**config.mk**
```make
export PLATFORM = sky130hd
export DESIGN_NAME = uart_tx_buffered
export DESIGN_NICKNAME = d
export VERILOG_FILES = /design/src/rtl/uart_tx_buffered.sv
export SDC_FILE = /design/constraint.sdc
export NUM_CORES = 1
export LEC_CHECK = 0
export ABC_AREA = 1
export ABC_CLOCK_PERIOD_IN_PS = 2700
export CORE_MARGIN = 1.5
export CORE_UTILIZATION = 40
export CTS_CLUSTER_SIZE = 30
export DETAILED_ROUTE_END_ITERATION = 8
export HOLD_SLACK_MARGIN = 0.12
export PLACE_DENSITY_LB_ADDON = 0.15
export SETUP_SLACK_MARGIN = 0.1
export SLEW_MARGIN = 20
export SYNTH_ARGS = -nofsm -noshare
export SYNTH_HDL_FRONTEND = slang
export SYNTH_SLANG_ARGS = --single-unit
export TNS_END_PERCENT = 10
```
**constraint.sdc**
```tcl
create_clock -name clk -period 2.7 [get_ports clk]
set_input_delay 0.27 -clock clk [delete_from_list [all_inputs] [get_ports clk]]
set_output_delay 0.27 -clock clk [all_outputs]
set_load 0.05 [all_outputs]
```
**src/rtl/uart_tx_buffered.sv**
```systemverilog
// uart_tx_buffered
// Buffered 8N1 serial transmitter for the CPU serial data port. Bytes written
// on a one-cycle strobe are queued and shifted out LSB first on txd, one
// start bit, eight data bits and one stop bit, each DIV = CLK_FREQ / BAUD
// clocks long. Frames are sent back to back with no idle gap while bytes
// remain queued.
//
// Build option:
//   UART_TX_FIFO_EN  defined   -> 2^FIFO_AW entry FIFO in front of the shifter
//                    undefined -> single holding register (full = holding valid,
//                                 level is 0 or 1, FIFO_AW only sizes level)
//
// Ports:
//   clk      in   system clock
//   rst      in   synchronous active-high reset (aborts any frame in flight)
//   wr_en    in   write strobe; accepted when full is low
//   wr_data  in   byte to queue
//   full     out  registered queue-full flag
//   busy     out  frame in progress or bytes queued
//   level    out  bytes queued, excluding the frame on the wire
//   ovf      out  sticky: a write arrived while full (cleared only by rst)
//   txd      out  registered serial output, idle high
//
// state | meaning
// IDLE  | line high, waiting for a queued byte
// START | start bit (low) on the line
// DATA  | data bit sh_q[0] on the line, bitn_q counts 0..7
// STOP  | stop bit (high); pops the next byte directly into START if queued

module uart_tx_buffered #(
    parameter int CLK_FREQ = 50000000,
    parameter int BAUD     = 9600,
    parameter int FIFO_AW  = 4
) (
    input  logic               clk,
    input  logic               rst,
    input  logic               wr_en,
    input  logic [7:0]         wr_data,
    output logic               full,
    output logic               busy,
    output logic [FIFO_AW:0]   level,
    output logic               ovf,
    output logic               txd
);

    localparam int DIV = CLK_FREQ / BAUD;
    localparam int CW  = (DIV > 2) ? $clog2(DIV) : 1;
    localparam int LW  = FIFO_AW + 1;
    localparam logic [CW-1:0] CNT_LAST = CW'(DIV - 1);

    localparam logic [1:0] S_IDLE  = 2'd0;
    localparam logic [1:0] S_START = 2'd1;
    localparam logic [1:0] S_DATA  = 2'd2;
    localparam logic [1:0] S_STOP  = 2'd3;

    logic [1:0]    state_q, state_d;
    logic [CW-1:0] cnt_q, cnt_d;
    logic [2:0]    bitn_q, bitn_d;
    logic [7:0]    sh_q, sh_d;
    logic          txd_q, txd_d;
    logic          ovf_q;

    logic          accept;
    logic          pop;
    logic          fifo_empty;
    logic [7:0]    head_data;
    logic          cnt_done;

    // Acceptance is judged on the registered full flag only, so a pop in the
    // same cycle never rescues a write that arrives while full.
    assign accept = wr_en & ~full;

    // ------------------------------------------------------------------
    // Byte queue
    // ------------------------------------------------------------------
`ifdef UART_TX_FIFO_EN
    localparam int DEPTH = 1 << FIFO_AW;

    logic [7:0]         mem_q [DEPTH];
    logic [FIFO_AW-1:0] wr_ptr_q;
    logic [FIFO_AW-1:0] rd_ptr_q;
    logic [FIFO_AW:0]   level_q, level_d;
    logic               full_q;

    always_comb begin
        level_d = level_q;
        if (accept && !pop) begin
            level_d = level_q + LW'(1);
        end else if (!accept && pop) begin
            level_d = level_q - LW'(1);
        end
    end

    always_ff @(posedge clk) begin
        if (rst) begin
            wr_ptr_q <= '0;
            rd_ptr_q <= '0;
            level_q  <= '0;
            full_q   <= 1'b0;
        end else begin
            if (accept) begin
                wr_ptr_q <= wr_ptr_q + FIFO_AW'(1);
            end
            if (pop) begin
                rd_ptr_q <= rd_ptr_q + FIFO_AW'(1);
            end
            level_q <= level_d;
            full_q  <= (level_d == LW'(DEPTH));
        end
    end

    always_ff @(posedge clk) begin
        if (accept) begin
            mem_q[wr_ptr_q] <= wr_data;
        end
    end

    assign head_data  = mem_q[rd_ptr_q];
    assign fifo_empty = (level_q == '0);
    assign level      = level_q;
    assign full       = full_q;
`else
    logic [7:0] hold_q;
    logic       valid_q;

    // accept needs !valid_q and pop needs valid_q, so they never coincide.
    always_ff @(posedge clk) begin
        if (rst) begin
            hold_q  <= 8'h00;
            valid_q <= 1'b0;
        end else if (accept) begin
            hold_q  <= wr_data;
            valid_q <= 1'b1;
        end else if (pop) begin
            valid_q <= 1'b0;
        end
    end

    assign head_data  = hold_q;
    assign fifo_empty = ~valid_q;
    assign level      = {{FIFO_AW{1'b0}}, valid_q};
    assign full       = valid_q;
`endif

    // ------------------------------------------------------------------
    // Framing FSM. The baud timer is a down-counter loaded with DIV-1 at
    // the start of each bit; the bit ends on the edge that sees it at 0.
    // txd_d is the line value for the state being entered, so txd is a
    // plain register with no path from wr_en.
    // ------------------------------------------------------------------
    assign cnt_done = (cnt_q == '0);

    always_comb begin
        state_d = state_q;
        cnt_d   = cnt_q;
        bitn_d  = bitn_q;
        sh_d    = sh_q;
        txd_d   = txd_q;
        pop     = 1'b0;
        unique case (state_q)
            S_IDLE: begin
                txd_d = 1'b1;
                if (!fifo_empty) begin
                    pop     = 1'b1;
                    sh_d    = head_data;
                    cnt_d   = CNT_LAST;
                    state_d = S_START;
                    txd_d   = 1'b0;
                end
            end
            S_START: begin
                if (cnt_done) begin
                    cnt_d   = CNT_LAST;
                    bitn_d  = 3'd0;
                    state_d = S_DATA;
                    txd_d   = sh_q[0];
                end else begin
                    cnt_d = cnt_q - CW'(1);
                end
            end
            S_DATA: begin
                if (cnt_done) begin
                    sh_d  = {1'b0, sh_q[7:1]};
                    cnt_d = CNT_LAST;
                    if (bitn_q == 3'd7) begin
                        state_d = S_STOP;
                        txd_d   = 1'b1;
                    end else begin
                        bitn_d = bitn_q + 3'd1;
                        txd_d  = sh_q[1];
                    end
                end else begin
                    cnt_d = cnt_q - CW'(1);
                end
            end
            S_STOP: begin
                if (cnt_done) begin
                    if (!fifo_empty) begin
                        pop     = 1'b1;
                        sh_d    = head_data;
                        cnt_d   = CNT_LAST;
                        state_d = S_START;
                        txd_d   = 1'b0;
                    end else begin
                        state_d = S_IDLE;
                        txd_d   = 1'b1;
                    end
                end else begin
                    cnt_d = cnt_q - CW'(1);
                end
            end
            default: begin
                state_d = S_IDLE;
                cnt_d   = '0;
                txd_d   = 1'b1;
            end
        endcase
    end

    always_ff @(posedge clk) begin
        if (rst) begin
            state_q <= S_IDLE;
            cnt_q   <= '0;
            bitn_q  <= 3'd0;
            sh_q    <= 8'h00;
            txd_q   <= 1'b1;
            ovf_q   <= 1'b0;
        end else begin
            state_q <= state_d;
            cnt_q   <= cnt_d;
            bitn_q  <= bitn_d;
            sh_q    <= sh_d;
            txd_q   <= txd_d;
            ovf_q   <= ovf_q | (wr_en & full);
        end
    end

    assign txd  = txd_q;
    assign ovf  = ovf_q;
    assign busy = (state_q != S_IDLE) | (level != '0);

endmodule

```
Word-level counts from Yosys, hierarchy flattened
Cells that the tools add are included.
- add/subtract/negate cells: 2
- multiply operators: 0
- div/mod/pow operators: 0
- order comparisons: 0
- eq/ne operators: 10
- shift operators: 0
- mux-type cells: 30
- bitwise logic cells: 5
- reductions and logical operators: 11
- operators by type and width (cell ; number):
    $mux 13 ; 3
    $pmux 13 s3 ; 1
    $mux 8 ; 3
    $pmux 8 s3 ; 1
    $logic_not 13->1 ; 1
    $sub 13x1->13 const B ; 1
    $ne 2x2->1 const B ; 6
    $mux 1 ; 10
    $mux 2 ; 5
    $mux 3 ; 3
    $pmux 2 s4 ; 1
    $pmux 3 s2 ; 1
    $reduce_and 3->1 ; 2
    $reduce_bool 2->1 ; 3
    $reduce_and 5->1 ; 1
    $eq 2x2->1 const B ; 2
    $pmux 1 s4 ; 1
    $reduce_and 4->1 ; 1
    $add 3x1->3 const B ; 1
    $eq 3x3->1 const B ; 1
    $reduce_bool 3->1 ; 1
    $and 1x1->1 ; 2
    $eq 2x1->1 const B ; 1
    $logic_not 2->1 ; 1
    other kinds (4) ; 5
- register bits after elaboration: 37
- latch bits: 0
- RAM bits: 0
- memory bits (read-only): 0
- input bits: 11
- output and inout port bits: 9
- logic and storage cells: 66
- memories: 0

Longest topological paths before layout
Gate-level depths: netlist of run 1.
- depth after elaboration: 5
- depth in mapped cells: 10

Worst setup path after synthesis of run 1
OpenSTA, ideal clock, no wires.
- path kind: register to register
- start point: register valid_q, in the netlist full
- end point: register state_q[1]
- setup time: 0.134 ns
- arrival: 1.702 ns
- path slack: 0.864 ns
- cell stages (with the launch flop): 8
- buffers on the path: 0
- clock period less this slack: 1.836 ns
- cells stage by stage: dfxtp_1 inv_1 nand2_1 nand2_1 inv_1 nand2_1 nand2_1 a21oi_1
- word-level cells in the longest chain between the ends: 2
- RTL lines (what ; RTL line ; RTL):
    start: declaration ; 124 ; logic valid_q;
    start signal: assignment ; 130 ; valid_q <= 1'b0;
    start signal: assignment ; 133 ; valid_q <= 1'b1;
    start signal: assignment ; 135 ; valid_q <= 1'b0;
    $ne 2x2->1 (no line) ; n/a ;
    $reduce_and 5->1 (no line) ; n/a ;
    end signal: assignment ; 229 ; state_q <= state_d;
    end: declaration ; 56 ; logic [1:0] state_q, state_d;
Every way passes these cells.
A chain may end at the register's enable or synchronous reset.

Final worst setup path of run 1
- start point: register valid_q, in the netlist full
- end point: output port busy
- word-level cells in the longest chain between the ends: 1
- RTL lines (what ; RTL line ; RTL):
    $or 1x1->1 ; 240 ; assign busy = (state_q != S_IDLE) | (level != '0);
    end: declaration ; 40 ; output logic busy,
Every way passes these cells.

==> run_results.csv, run 1 <==
group,metric,value,unit
global_routing,grt_max_degree,24,
layout,finalNetCount,339,
sta,fin_tns_setup,0,ns
clocking,post-cts-setup-buffers,0,
detailed_routing,drc_errors,0,
worst_setup_path,critical-path-max-stage-delay,0.81,ns
power,peakVddDrop,0.380,mV
yosys,syn-cell-area,2090,um^2
place,port_buffers,15,
global_routing,overflow,0,
floorplan,core-area,5070,um^2
power,seqPwrFrac,0.268,
yosys,synth-seq-area-share,0.355,
clocking,clk_latency,0.30,ns
floorplan,die_h,75.2,um
layout,fillers,551,
detailed_routing,totalWireLength,4.59,mm
sta,period_share,0.845,
sta,drv_slew,0,
global_routing,grt_pass1_vias,1661,
yosys,synth-edff-count,0,
detailed_routing,avgRoutedWirePerCell,11.8,um
global_routing,grtUsageMet3,0.0388,
yosys,ys_top_cells_by_area,"dfxtp_1, nand2_1, nor2_1",
detailed_routing,ant_nets,0,
sta,setup-violations-final,0,
worst_setup_path,r2r-start,"state_q[0]",
global_routing,grtUsageTotal,0.178,
layout,fin_util,0.474,
global_routing,grt_util_met1,0.242,
place,dp_hpwl,3.25,mm
worst_setup_path,worstSetupPathType,"register to output port",
clocking,post_cts_resize_count,0,
yosys,synth_common_cells,"nand2_1, nor2_1, dfxtp_1, a21oi_1, inv_1",
yosys,yosysMostFrequentCell,"nand2_1",
worst_setup_path,path_cells,"inv_1 > nand2_1 > clkdlybuf4s50_1",
yosys,yosys_warnings,0,
floorplan,dieArea,5660,um^2
clocking,cts-root-buf,"clkbuf_8",
yosys,async_reset_ff_frac,0,
detailed_routing,viasPerCell,4.85,
floorplan,fp.dieW,75.2,um
global_routing,antenna_found_initial,0,
yosys,synth_cell_types,29,
yosys,netlist_instances,305,
layout,syn2layout_area_growth,15.4,%
power,finalPower,2.71,mW
place,gp_congestion,0.795,
job,maxCapViolations,0,
sta,hold_violations,0,
power,p_clk_frac,0.220,
clocking,cts_made_buffers,5,
global_routing,grt_pass1_wl,7.69,mm
outcome,outcome,"finished clean",
worst_hold_path,hold_class,"register to register",
worst_setup_path,crit_path_start,"full",
yosys,syn_avg_cell_area,6.84,um^2
power,p_sw,1.24,mW
global_routing,grtUsageMet2,0.279,
layout,drive_gt1_frac,0.0938,
layout,diodes,0,
clocking,cts.clk_slew.worst_paths,0.08,ns
detailed_routing,dr.pass1.iters,4,
worst_setup_path,cp_max_fo,8,
floorplan,start_util,0.411,
sta,clock_skew,0.00639,ns
yosys,yosys_register_bits,37,
worst_setup_path,cp-start-kind,"register",
sta,grt_setup_unrepaired,"no",
power,p_int,1.47,mW
floorplan,rows,26,
floorplan,io-pin-count,20,
power,switching_share,0.457,
worst_setup_path,arrival,2.01,ns
clocking,cts_tree,"yes",
worst_setup_path,required,2.43,ns
yosys,ys.flop_type,"dfxtp_1",
clocking,clk_path_buf_depth,2,
worst_hold_path,min_from,"sh_q[4]",
worst_setup_path,slowest_stage,"clkdlybuf4s50_1",
worst_setup_path,endpoint_kind,"output port",
power,p_leak,1.09,nW
sta,finalWorstPathRequiredPeriod,2.28,ns
sta,holdWs,0.464,ns
yosys,yosysTopAreaCellShare,0.355,
power,power.density,1130,nW/um^2
yosys,yosysTopAreaCell,"dfxtp_1",
clocking,ctsHtreeMaxLevel,2,
power,comb_power_share,0.511,
sta,fmaxAchievable,438,MHz
detailed_routing,vias,1890,
detailed_routing,drt_iter0_markers,78,
clocking,cts_sinks,37,
global_routing,grt-busiest-layer,"met2",
clocking,holdBufCountCts,0,
==> power groups by stage <==
| stage | Combinational, mW | Clock [mW] | Sequential, mW |
|---|---|---|---|
| floorplan | 1.11 | 0 | 0.749 |
| global placement | 1.38 | 0 | 0.738 |
| detailed placement | 1.39 | 0 | 0.739 |
| CTS | 1.39 | 0.613 | 0.727 |
| global route | 1.56 | 0.628 | 0.742 |
| finish | 1.39 | 0.597 | 0.728 |
==> sequential cells by signal (all words and copies together) (netlist names) <==
| signal | cells |
|---|---|
| full | 1 |
| cnt_q | 13 |
| bitn_q | 3 |
| head_data | 8 |
| sh_q | 8 |
| txd | 1 |
| ovf | 1 |
| state_q | 2 |
==> through the flow <==
stage / cells / instance area [um^2] / worst slack (ns)
4_1_cts: 390 / 2410 / 0.413
3_3_place_gp: 382 / 2270 / 0.671
5_1_grt: 390 / 2410 / 0.285
6_report: 390 / 2410 / 0.418
2_1_floorplan: 308 / 2100 / 0.864
3_5_place_dp: 382 / 2270 / 0.628
==> per-layer routing <==
layer	wire, um	vias to the layer above
met1	2320	843
met2	2040	38
met3	191	6
met4	37	0
li1	-	1003
met5	0	-
==> cell usage in the layout, fill, tap and decap left out, types with 5 or more instances in the layout <==
| cell | Yosys | routed |
|---|---|---|
| clkbuf_8 | 0 | 5 |
| nor2_1 | 40 | 40 |
| o21ai_0 | 20 | 20 |
| dfxtp_1 | 37 | 37 |
| a21oi_1 | 28 | 28 |
| inv_1 | 27 | 27 |
| clkdlybuf4s50_1 | 0 | 15 |
| ha_1 | 9 | 9 |
| nand2_1 | 76 | 76 |
| nand3_1 | 25 | 25 |
==> logic make-up after synthesis <==
group	synth area share
AOI/OAI and AO/OA	0.139
xor gates and xnor gates	0.0168
adders and majority gates	0.0540
buffers and inverters	0.0858
DFF	0.355
other	0.00180
and+or+nand+nor	0.347
==> final timing paths <==
check	end	slack, ns	cells after the start
max	busy	0.42	3
min	sh_q[4]	0.46	2
max reg2reg	sh_q[3]	0.56	7
min reg2reg	sh_q[4]	0.46	2
==> layout make-up <==
type / instances / area [um^2] / area share
timing repair buffer: 16 / 158 / 0.0655
clock buffer: 5 / 68.8 / 0.0286
tap: 70 / 87.6 / 0.0364
inverter: 28 / 105 / 0.0437
sequential: 37 / 741 / 0.308
multi-input combinational: 231 / 1180 / 0.489
clock inverter: 3 / 68.8 / 0.0286
==> worst max-delay path, delay by kind of cell (launching register included) <==
kind | cells | cell delay [ns]
buf+inv | 2 | 1.05
flops | 1 | 0.52
simple gates | 1 | 0.14
(Power assumes the default switching activity.)
==> run 2: changes to the inputs <==
- ABC_CLOCK_PERIOD_IN_PS: 2700 -> 2200
- clock period: 2.7 -> 2.2 ns (I/O delays scaled with it)
==> run 2 against run 1 <==
Compared with the run above:
- sequential cell count stayed put
- largest cell class unchanged
- sequential power is 22% higher
- critical path depth is 1 higher
==> run_results.csv, run 2 (synthesis results as in run 1) <==
group,metric,value,unit
detailed_routing,dr.pass1.iters,4,
detailed_routing,vias,1881,
layout,diodes,0,
global_routing,grt_pass1_wl,7.83,mm
job,maxCapViolations,0,
power,p_leak,1.09,nW
worst_setup_path,cp_max_fo,5,
clocking,clk_latency,0.29,ns
layout,syn2layout_area_growth,15.7,%
layout,finalNetCount,343,
place,gp_congestion,0.866,
worst_hold_path,hold_class,"register to register",
power,seqPwrFrac,0.274,
layout,largest_reg_flops,13,
power,peakVddDrop,0.530,mV
layout,regArea,741,um^2
layout,fin_util,0.475,
sta,period_share,0.843,
worst_setup_path,endpoint_kind,"output port",
clocking,cts.clk_slew.worst_paths,0.08,ns
sta,fmaxAchievable,539,MHz
power,power.density,1340,nW/um^2
floorplan,core-area,5070,um^2
sta,worst_pin_slew,0.504,ns
sta,fin_tns_setup,0,ns
layout,top_register,"cnt_q",
floorplan,rows,26,
clocking,cts_made_buffers,5,
clocking,cts-root-buf,"clkbuf_8",
floorplan,die_h,75.2,um
power,p_sw,1.52,mW
detailed_routing,ant_nets,0,
global_routing,grt_max_degree,23,
layout,multi_input_area,1180,um^2
power,p_int,1.71,mW
sta,setup-violations-final,0,
worst_setup_path,arrival,1.64,ns
clocking,ctsHtreeMaxLevel,2,
floorplan,fp.dieW,75.2,um
clocking,cts_sinks,37,
worst_setup_path,path_cells,"inv_1 > ha_1 > nand2_1 > dlygate4sd2_1",
power,switching_share,0.471,
sta,clock_skew,0.00619,ns
worst_setup_path,slowest_stage,"dlygate4sd2_1",
worst_setup_path,required,1.98,ns
floorplan,start_util,0.411,
worst_setup_path,worstSetupPathType,"register to output port",
floorplan,dieArea,5660,um^2
floorplan,io-pin-count,20,
global_routing,antenna_found_initial,0,
clocking,post-cts-setup-buffers,0,
worst_setup_path,cp-start-kind,"register",
sta,finalWorstPathRequiredPeriod,1.86,ns
power,p_clk_frac,0.188,
place,port_buffers,15,
detailed_routing,avgRoutedWirePerCell,11.7,um
clocking,cts_tree,"yes",
outcome,outcome,"finished clean",
detailed_routing,viasPerCell,4.77,
detailed_routing,totalWireLength,4.61,mm
global_routing,grt_pass1_vias,1632,
place,dp_hpwl,3.30,mm
power,comb_power_share,0.538,
sta,grt_setup_unrepaired,"no",
worst_setup_path,critical-path-max-stage-delay,0.53,ns
global_routing,grtUsageTotal,0.182,
layout,final_common_cell,"nand2_1",
detailed_routing,drt_iter0_markers,121,
layout,final_cell_mix,"nand2_1, nor2_1, dfxtp_1",
layout,drive_gt1_frac,0.105,
layout,fillers,526,
clocking,clk_path_buf_depth,2,
detailed_routing,drc_errors,0,
sta,drv_slew,0,
sta,hold_violations,0,
global_routing,overflow,0,
sta,relSlewSlack,0.663,
run 2: metrics by stage:
| step | worst slack, ns | power, mW | area, um^2 | cells | hold WS, ns |
|---|---|---|---|---|---|
| 6_report | 0.345 | 3.23 | 2410 | 394 | 0.466 |
| 5_1_grt | 0.240 | 3.51 | 2410 | 394 | 0.493 |
| 4_1_cts | 0.339 | 3.25 | 2410 | 394 | 0.471 |
| 3_5_place_dp | 0.388 | 2.64 | 2300 | 386 | 0.458 |
| 3_3_place_gp | 0.428 | 2.63 | 2300 | 386 | 0.450 |
| 2_1_floorplan | 0.364 | 2.28 | 2100 | 308 | 0.289 |
run 2: power groups by stage:
stage / combinational (mW) / sequential (mW) / clock (mW)
after floorplan: 1.36 / 0.919 / 0
after global placement: 1.74 / 0.896 / 0
after detailed placement: 1.74 / 0.900 / 0
after CTS: 1.74 / 0.886 / 0.624
after global routing: 1.95 / 0.908 / 0.651
final: 1.74 / 0.885 / 0.608
run 2: final timing paths:
check / end / from / slack, ns / depth (start not counted)
min reg2reg: sh_q[4] / sh_q[4] / 0.47 / 2
max: busy / state_q[0] / 0.34 / 4
max reg2reg: cnt_q[10] / state_q[0] / 0.43 / 10
min: sh_q[4] / sh_q[4] / 0.47 / 2
run 2: final cells by class:
cell class              instances  share of cell area
repair buffers                 20              0.0773
clock inverters                 3              0.0192
clock buffers                   5              0.0285
multi-input cells             231               0.488
well taps                      70              0.0363
flip-flops and latches         37               0.307
inverters                      28              0.0436
run 2: metal layers:
layer / part of all wire / wire, um / track usage / up-vias
met3: 0.049 / 226 / 0.0361 / 5
met2: 0.43 / 1960 / 0.264 / 40
met4: 0.013 / 58 / 0.0536 / 0
met1: 0.51 / 2360 / 0.273 / 828
li1: - / - / - / 1008
met5: 0 / 0 / 0 / -
run 2: repair_timing:
action | CTS | global route
resized for setup | 1 | 0
hold buffers | 0 | 0
setup endpoints to repair | 1 | 0
run 2: worst max-delay path: cells and delay by family, from the launching register on:
| kind | cells | cell delay, ns |
|---|---|---|
| fa+ha+maj | 1 | 0.23 |
| buf+inv | 2 | 0.65 |
| flops | 1 | 0.39 |
| simple gates | 1 | 0.08 |
